### src/rtl/uart_rx_frame.sv
// uart_rx_frame: UART receiver for start / 8 data (LSB first) / even parity / stop frames.
// Optional build macro: UART_RX_MAJORITY_VOTE_EN selects 2-of-3 majority sampling.
// With the macro undefined, each sample point uses a single rx_s sample.
module uart_rx_frame #(
  parameter int CLKS_PER_BIT = 5208
) (
  input  logic       clk,
  input  logic       rst,
  input  logic       rx,
  output logic [7:0] data_out,
  output logic       data_valid,
  output logic       parity_err,
  output logic       frame_err,
  output logic       busy
);

  localparam int HALF_BIT = CLKS_PER_BIT / 2;
  localparam int CW       = $clog2(CLKS_PER_BIT);
  localparam logic [CW-1:0] BIT_END  = CW'(CLKS_PER_BIT - 1);
  localparam logic [CW-1:0] HALF_END = CW'(HALF_BIT - 1);

`ifdef UART_RX_MAJORITY_VOTE_EN
  localparam int HW = 2;
`else
  localparam int HW = 1;
`endif

  typedef enum logic [2:0] {
    IDLE   = 3'd0,
    START  = 3'd1,
    DATA   = 3'd2,
    PARITY = 3'd3,
    STOP   = 3'd4
  } state_t;

  state_t          state_q, state_d;
  logic            rx_meta_q, rx_meta_d;
  logic            rx_s_q, rx_s_d;
  // hist_q[0] is rx_s one cycle ago (edge detect); hist_q[1] only exists for voting
  logic [HW-1:0]   hist_q, hist_d;
  logic [CW-1:0]   cnt_q, cnt_d;
  logic [2:0]      idx_q, idx_d;
  logic [7:0]      shift_q, shift_d;
  logic            par_q, par_d;
  logic [7:0]      data_out_q, data_out_d;
  logic            data_valid_q, data_valid_d;
  logic            parity_err_q, parity_err_d;
  logic            frame_err_q, frame_err_d;

  logic            fall;
  logic            samp;

  // Synchronizer and rx_s history shift
  always_comb begin
    rx_meta_d = rx;
    rx_s_d    = rx_meta_q;
`ifdef UART_RX_MAJORITY_VOTE_EN
    hist_d    = {hist_q[0], rx_s_q};
`else
    hist_d    = rx_s_q;
`endif
  end

  // Start edge and the bit value seen at the current sample point
  always_comb begin
    fall = hist_q[0] & ~rx_s_q;
`ifdef UART_RX_MAJORITY_VOTE_EN
    // Window is the last three rx_s values ending at the advance cycle, so the
    // decision lands on the same cycle as the single-sample build.
    samp = (hist_q[1] & hist_q[0]) | (hist_q[1] & rx_s_q) | (hist_q[0] & rx_s_q);
`else
    samp = rx_s_q;
`endif
  end

  // Frame FSM: next state, bit timing, shift register and output updates
  always_comb begin
    state_d      = state_q;
    cnt_d        = cnt_q;
    idx_d        = idx_q;
    shift_d      = shift_q;
    par_d        = par_q;
    data_out_d   = data_out_q;
    parity_err_d = parity_err_q;
    frame_err_d  = frame_err_q;
    data_valid_d = 1'b0;
    case (state_q)
      IDLE: begin
        cnt_d = '0;
        idx_d = '0;
        if (fall) state_d = START;
      end
      START: begin
        if (cnt_q == HALF_END) begin
          cnt_d = '0;
          idx_d = '0;
          // a start bit that is already high again at mid-bit was a glitch
          state_d = samp ? IDLE : DATA;
        end else begin
          cnt_d = cnt_q + CW'(1);
        end
      end
      DATA: begin
        if (cnt_q == BIT_END) begin
          cnt_d          = '0;
          shift_d[idx_q] = samp;
          if (idx_q == 3'd7) begin
            idx_d   = '0;
            state_d = PARITY;
          end else begin
            idx_d = idx_q + 3'd1;
          end
        end else begin
          cnt_d = cnt_q + CW'(1);
        end
      end
      PARITY: begin
        if (cnt_q == BIT_END) begin
          cnt_d   = '0;
          par_d   = samp;
          state_d = STOP;
        end else begin
          cnt_d = cnt_q + CW'(1);
        end
      end
      STOP: begin
        // stay in STOP through the valid cycle so busy covers it, then leave
        // mid-stop-bit so an immediately following start edge is still caught
        if (data_valid_q) begin
          cnt_d   = '0;
          state_d = IDLE;
        end else if (cnt_q == BIT_END) begin
          cnt_d        = '0;
          data_out_d   = shift_q;
          parity_err_d = par_q ^ (^shift_q);
          frame_err_d  = ~samp;
          data_valid_d = 1'b1;
        end else begin
          cnt_d = cnt_q + CW'(1);
        end
      end
      default: begin
        state_d = IDLE;
        cnt_d   = '0;
        idx_d   = '0;
      end
    endcase
  end

  // State and datapath registers; synchronizer resets to the idle-high level
  always_ff @(posedge clk) begin
    if (rst) begin
      state_q      <= IDLE;
      rx_meta_q    <= 1'b1;
      rx_s_q       <= 1'b1;
      hist_q       <= '1;
      cnt_q        <= '0;
      idx_q        <= '0;
      shift_q      <= '0;
      par_q        <= 1'b0;
      data_out_q   <= 8'h00;
      data_valid_q <= 1'b0;
      parity_err_q <= 1'b0;
      frame_err_q  <= 1'b0;
    end else begin
      state_q      <= state_d;
      rx_meta_q    <= rx_meta_d;
      rx_s_q       <= rx_s_d;
      hist_q       <= hist_d;
      cnt_q        <= cnt_d;
      idx_q        <= idx_d;
      shift_q      <= shift_d;
      par_q        <= par_d;
      data_out_q   <= data_out_d;
      data_valid_q <= data_valid_d;
      parity_err_q <= parity_err_d;
      frame_err_q  <= frame_err_d;
    end
  end

  assign data_out   = data_out_q;
  assign data_valid = data_valid_q;
  assign parity_err = parity_err_q;
  assign frame_err  = frame_err_q;
  assign busy       = (state_q != IDLE);

endmodule

### config.mk
export PLATFORM = sky130hd
export DESIGN_NAME = uart_rx_frame
export DESIGN_NICKNAME = d
export VERILOG_FILES = /design/src/rtl/uart_rx_frame.sv
export SDC_FILE = /design/constraint.sdc
export NUM_CORES = 1
export LEC_CHECK = 0
export CORE_MARGIN = 4
export CORE_UTILIZATION = 40
export DETAILED_ROUTE_END_ITERATION = 12
export GPL_TIMING_DRIVEN = 0
export MAX_ROUTING_LAYER = met4
export PLACE_DENSITY = 0.67
export SETUP_SLACK_MARGIN = 0.1
export SKIP_CTS_REPAIR_TIMING = 1
export SLEW_MARGIN = 20
export SYNTH_ARGS = -nofsm -noshare
export SYNTH_HDL_FRONTEND = slang
export SYNTH_SLANG_ARGS = --single-unit
### constraint.sdc
create_clock -name clk -period 3.8 [get_ports clk]
set_clock_uncertainty 0.2 [all_clocks]
set_input_delay 0.38 -clock clk [delete_from_list [all_inputs] [get_ports clk]]
set_output_delay 0.38 -clock clk [all_outputs]
set_load 0.005 [all_outputs]
==> impl_metrics.yaml <==
grt:
  first_global_vias: 1513
  grt_max_degree: 14
  overflow: 0
  grt.total_usage_pct: 14.53
  grt_first_pass_wirelength_um: 7300
  antenna_found_initial: 0
job:
  max-cap-violations: 0
synthesis:
  synthArstFlopShare_pct: 0
  yosysTopAreaCellShare_pct: 39.18
  netlist-cell-type-count: 56
  synth_cells: 224
  yosysSeqAreaShare_pct: 39.18
  synth_area_mm2: 0.002146
  avgSynthCellArea_um2: 9.580
  yosys_warnings: 0
  synth-edff-count: 0
  ys_ff_latch: 42
  yosysTopAreaCell: "dfxtp_1"
  synth_area_leaders: "dfxtp_1 39%, nand2_1 4.7%, mux2i_1 4.7%"
  synth_nets: 230
  ys.flop_type: "dfxtp_1"
timing:
  period_minus_slack_ns: 2.417
  drv_slew: 0
  tightest_slew_ns: 0.5561
  hold_viol: 0
  whs_ns: 0.2118
  maxSlewHeadroom_pct: 62.77
  fin_tns_setup_ns: 0
  min_period_over_period_pct: 63.62
  setup_violations: 0
  rsz0062_at_grt: "no"
  timing.fmax_ghz: 0.4137
floorplan:
  num_rows: 26
  fp.coreArea_mm2: 0.005140
  dieHeight_um: 81.24
  die_area_mm2: 0.006600
  top_level_ports: 15
  fp.dieW_um: 81.24
  start_util_pct: 41.75
pwr:
  intPower_w: 0.0007161
  clkPwrFrac_pct: 36.7
  power_w: 0.0009553
  power_frac_seq_pct: 47.6
  p_leak_nw: 0.8788
  p_comb_share_pct: 15.7
  ir_drop_mv: 0.2244
  switching_share_pct: 25.04
  pwr_density_cell_mw_per_mm2: 384.6
  p_switching_w: 0.0002392
setup_path:
  critPathArrivalTime_ns: 1.84
  worstPathMaxFanout: 10
  cp-start-kind: "register"
  end_kind: "output port"
  required_ns: 3.22
  critPathKind: "reg -> out"
final_layout:
  insertedDiodeCount: 0
  nets: 251
  drive_above_1_share_pct: 17.89
  syn_to_final_growth_pct: 15.74
  final_common_cell: "dfxtp_1"
  layout_common_cells: "42 x dfxtp_1, 27 x nand2_1, 16 x nand3_1"
  n_fill_cell: 532
  fin_util_pct: 48.32
clock_tree:
  cts_buffers: 5
  htree_levels: 2
  clockRootBuffer: "clkbuf_8"
  cts_sinks: 42
  cts_tree: "done"
  cts_buffer_depth: 2
  clkTransAtPathRegs_ns: 0.08
  worstSkewPairLatency_ns: 0.29
drt:
  ant_nets: 0
  drt_iter0_drc: 68
  firstDrtPassIters: 4
  vias: 1652
  viasPerCell: 5.228
  drc: 0
  wl_per_cell_um: 13.47
  wirelength_um: 4258
min_path:
  hp-class: "reg -> reg"
placed_design:
  gp_congestion: 0.7981
  place_hpwl_um: 3098
  port_buffers: 14
outcome:
  outcome: "finished clean"
-- worst paths after layout --
kind,to,slack [ns],start,cells after the start
setup / recovery,busy,1.38,state_q[2]$_SDFFE_PP0P_,3
hold / removal,hist_d$_SDFF_PP1_,0.21,rx_meta_q$_SDFF_PP1_,1
setup reg to reg,state_q[0]$_SDFFE_PP0P_,1.65,cnt_q[0]$_SDFF_PP0_,5
hold reg to reg,hist_d$_SDFF_PP1_,0.21,rx_meta_q$_SDFF_PP1_,1
-- layer usage --
layer / wire, um / vias up / global-route usage (%)
met5: 0 / - / -
met3: 153 / 6 / 3.326
met1: 2035 / 778 / 18.47
li1: - / 844 / -
met2: 2034 / 24 / 23.07
met4: 34 / 0 / 4.223
-- critical path, stage by stage (launching register included) --
cell,delay [ns]
dfxtp_1,0.43
clkbuf_1,0.38
or3_1,0.22
clkdlybuf4s50_1,0.52
-- metrics by stage --
step | cells | setup WS, ns | area, um^2
after floorplan | 224 | 1.804 | 2146
after global placement | 308 | 1.597 | 2374
after detailed placement | 308 | 1.573 | 2374
after CTS | 316 | 1.369 | 2484
after global routing | 316 | 1.286 | 2484
final | 316 | 1.383 | 2484
-- cell families after synthesis --
group | after synthesis | share of synthesized area, %
and+or+nand+nor | 107 | 31.60
DFF | 42 | 39.18
AOI/OAI and AO/OA | 28 | 10.96
buffers and inverters | 17 | 4.140
xor gates and xnor gates | 16 | 7.172
muxes | 11 | 5.190
adders and majority gates | 3 | 1.749
-- sequential cells by signal, summed over array words and instances, names as in the netlist --
signal	cells
rx_meta_q	1
data_valid	1
parity_err	1
hist_q	1
state_q	3
cnt_q	13
shift_q	8
par_q	1
data_out	8
hist_d	1
frame_err	1
idx_q	3
-- area by class of cell --
class | instances | area (um^2) | area share, %
Multi-Input combinational cell | 165 | 1216 | 48.97
Inverter | 6 | 22.52 | 0.9068
Clock inverter | 2 | 37.54 | 1.511
Sequential cell | 42 | 840.8 | 33.85
Buffer | 11 | 66.31 | 2.670
Timing Repair Buffer | 14 | 140.1 | 5.642
Tap cell | 70 | 87.58 | 3.526
Clock buffer | 6 | 72.57 | 2.922
-- power groups by stage --
stage / Combinational, W / Clock (W) / Sequential, W
after global placement: 0.000149 / 0 / 0.000466
after floorplan: 0.000115 / 0 / 0.000463
after global routing: 0.000164 / 0.000383 / 0.000456
after CTS: 0.000150 / 0.000361 / 0.000455
final: 0.000150 / 0.000350 / 0.000455
after detailed placement: 0.000150 / 0 / 0.000465
-- synthesized netlist by cell type, drive strengths merged, types with 3 or more instances --
master,count
nand2,27
nor3b,3
ha,3
and3,5
a21oi,11
o311ai,3
nand3,16
or2,4
clkbuf,6
nor2,16
nor2b,3
inv,6
nand4,5
xnor2,9
xor2,6
buf,5
and4bb,6
mux2i,10
dfxtp,42
Power figures use the tool's default switching activity.
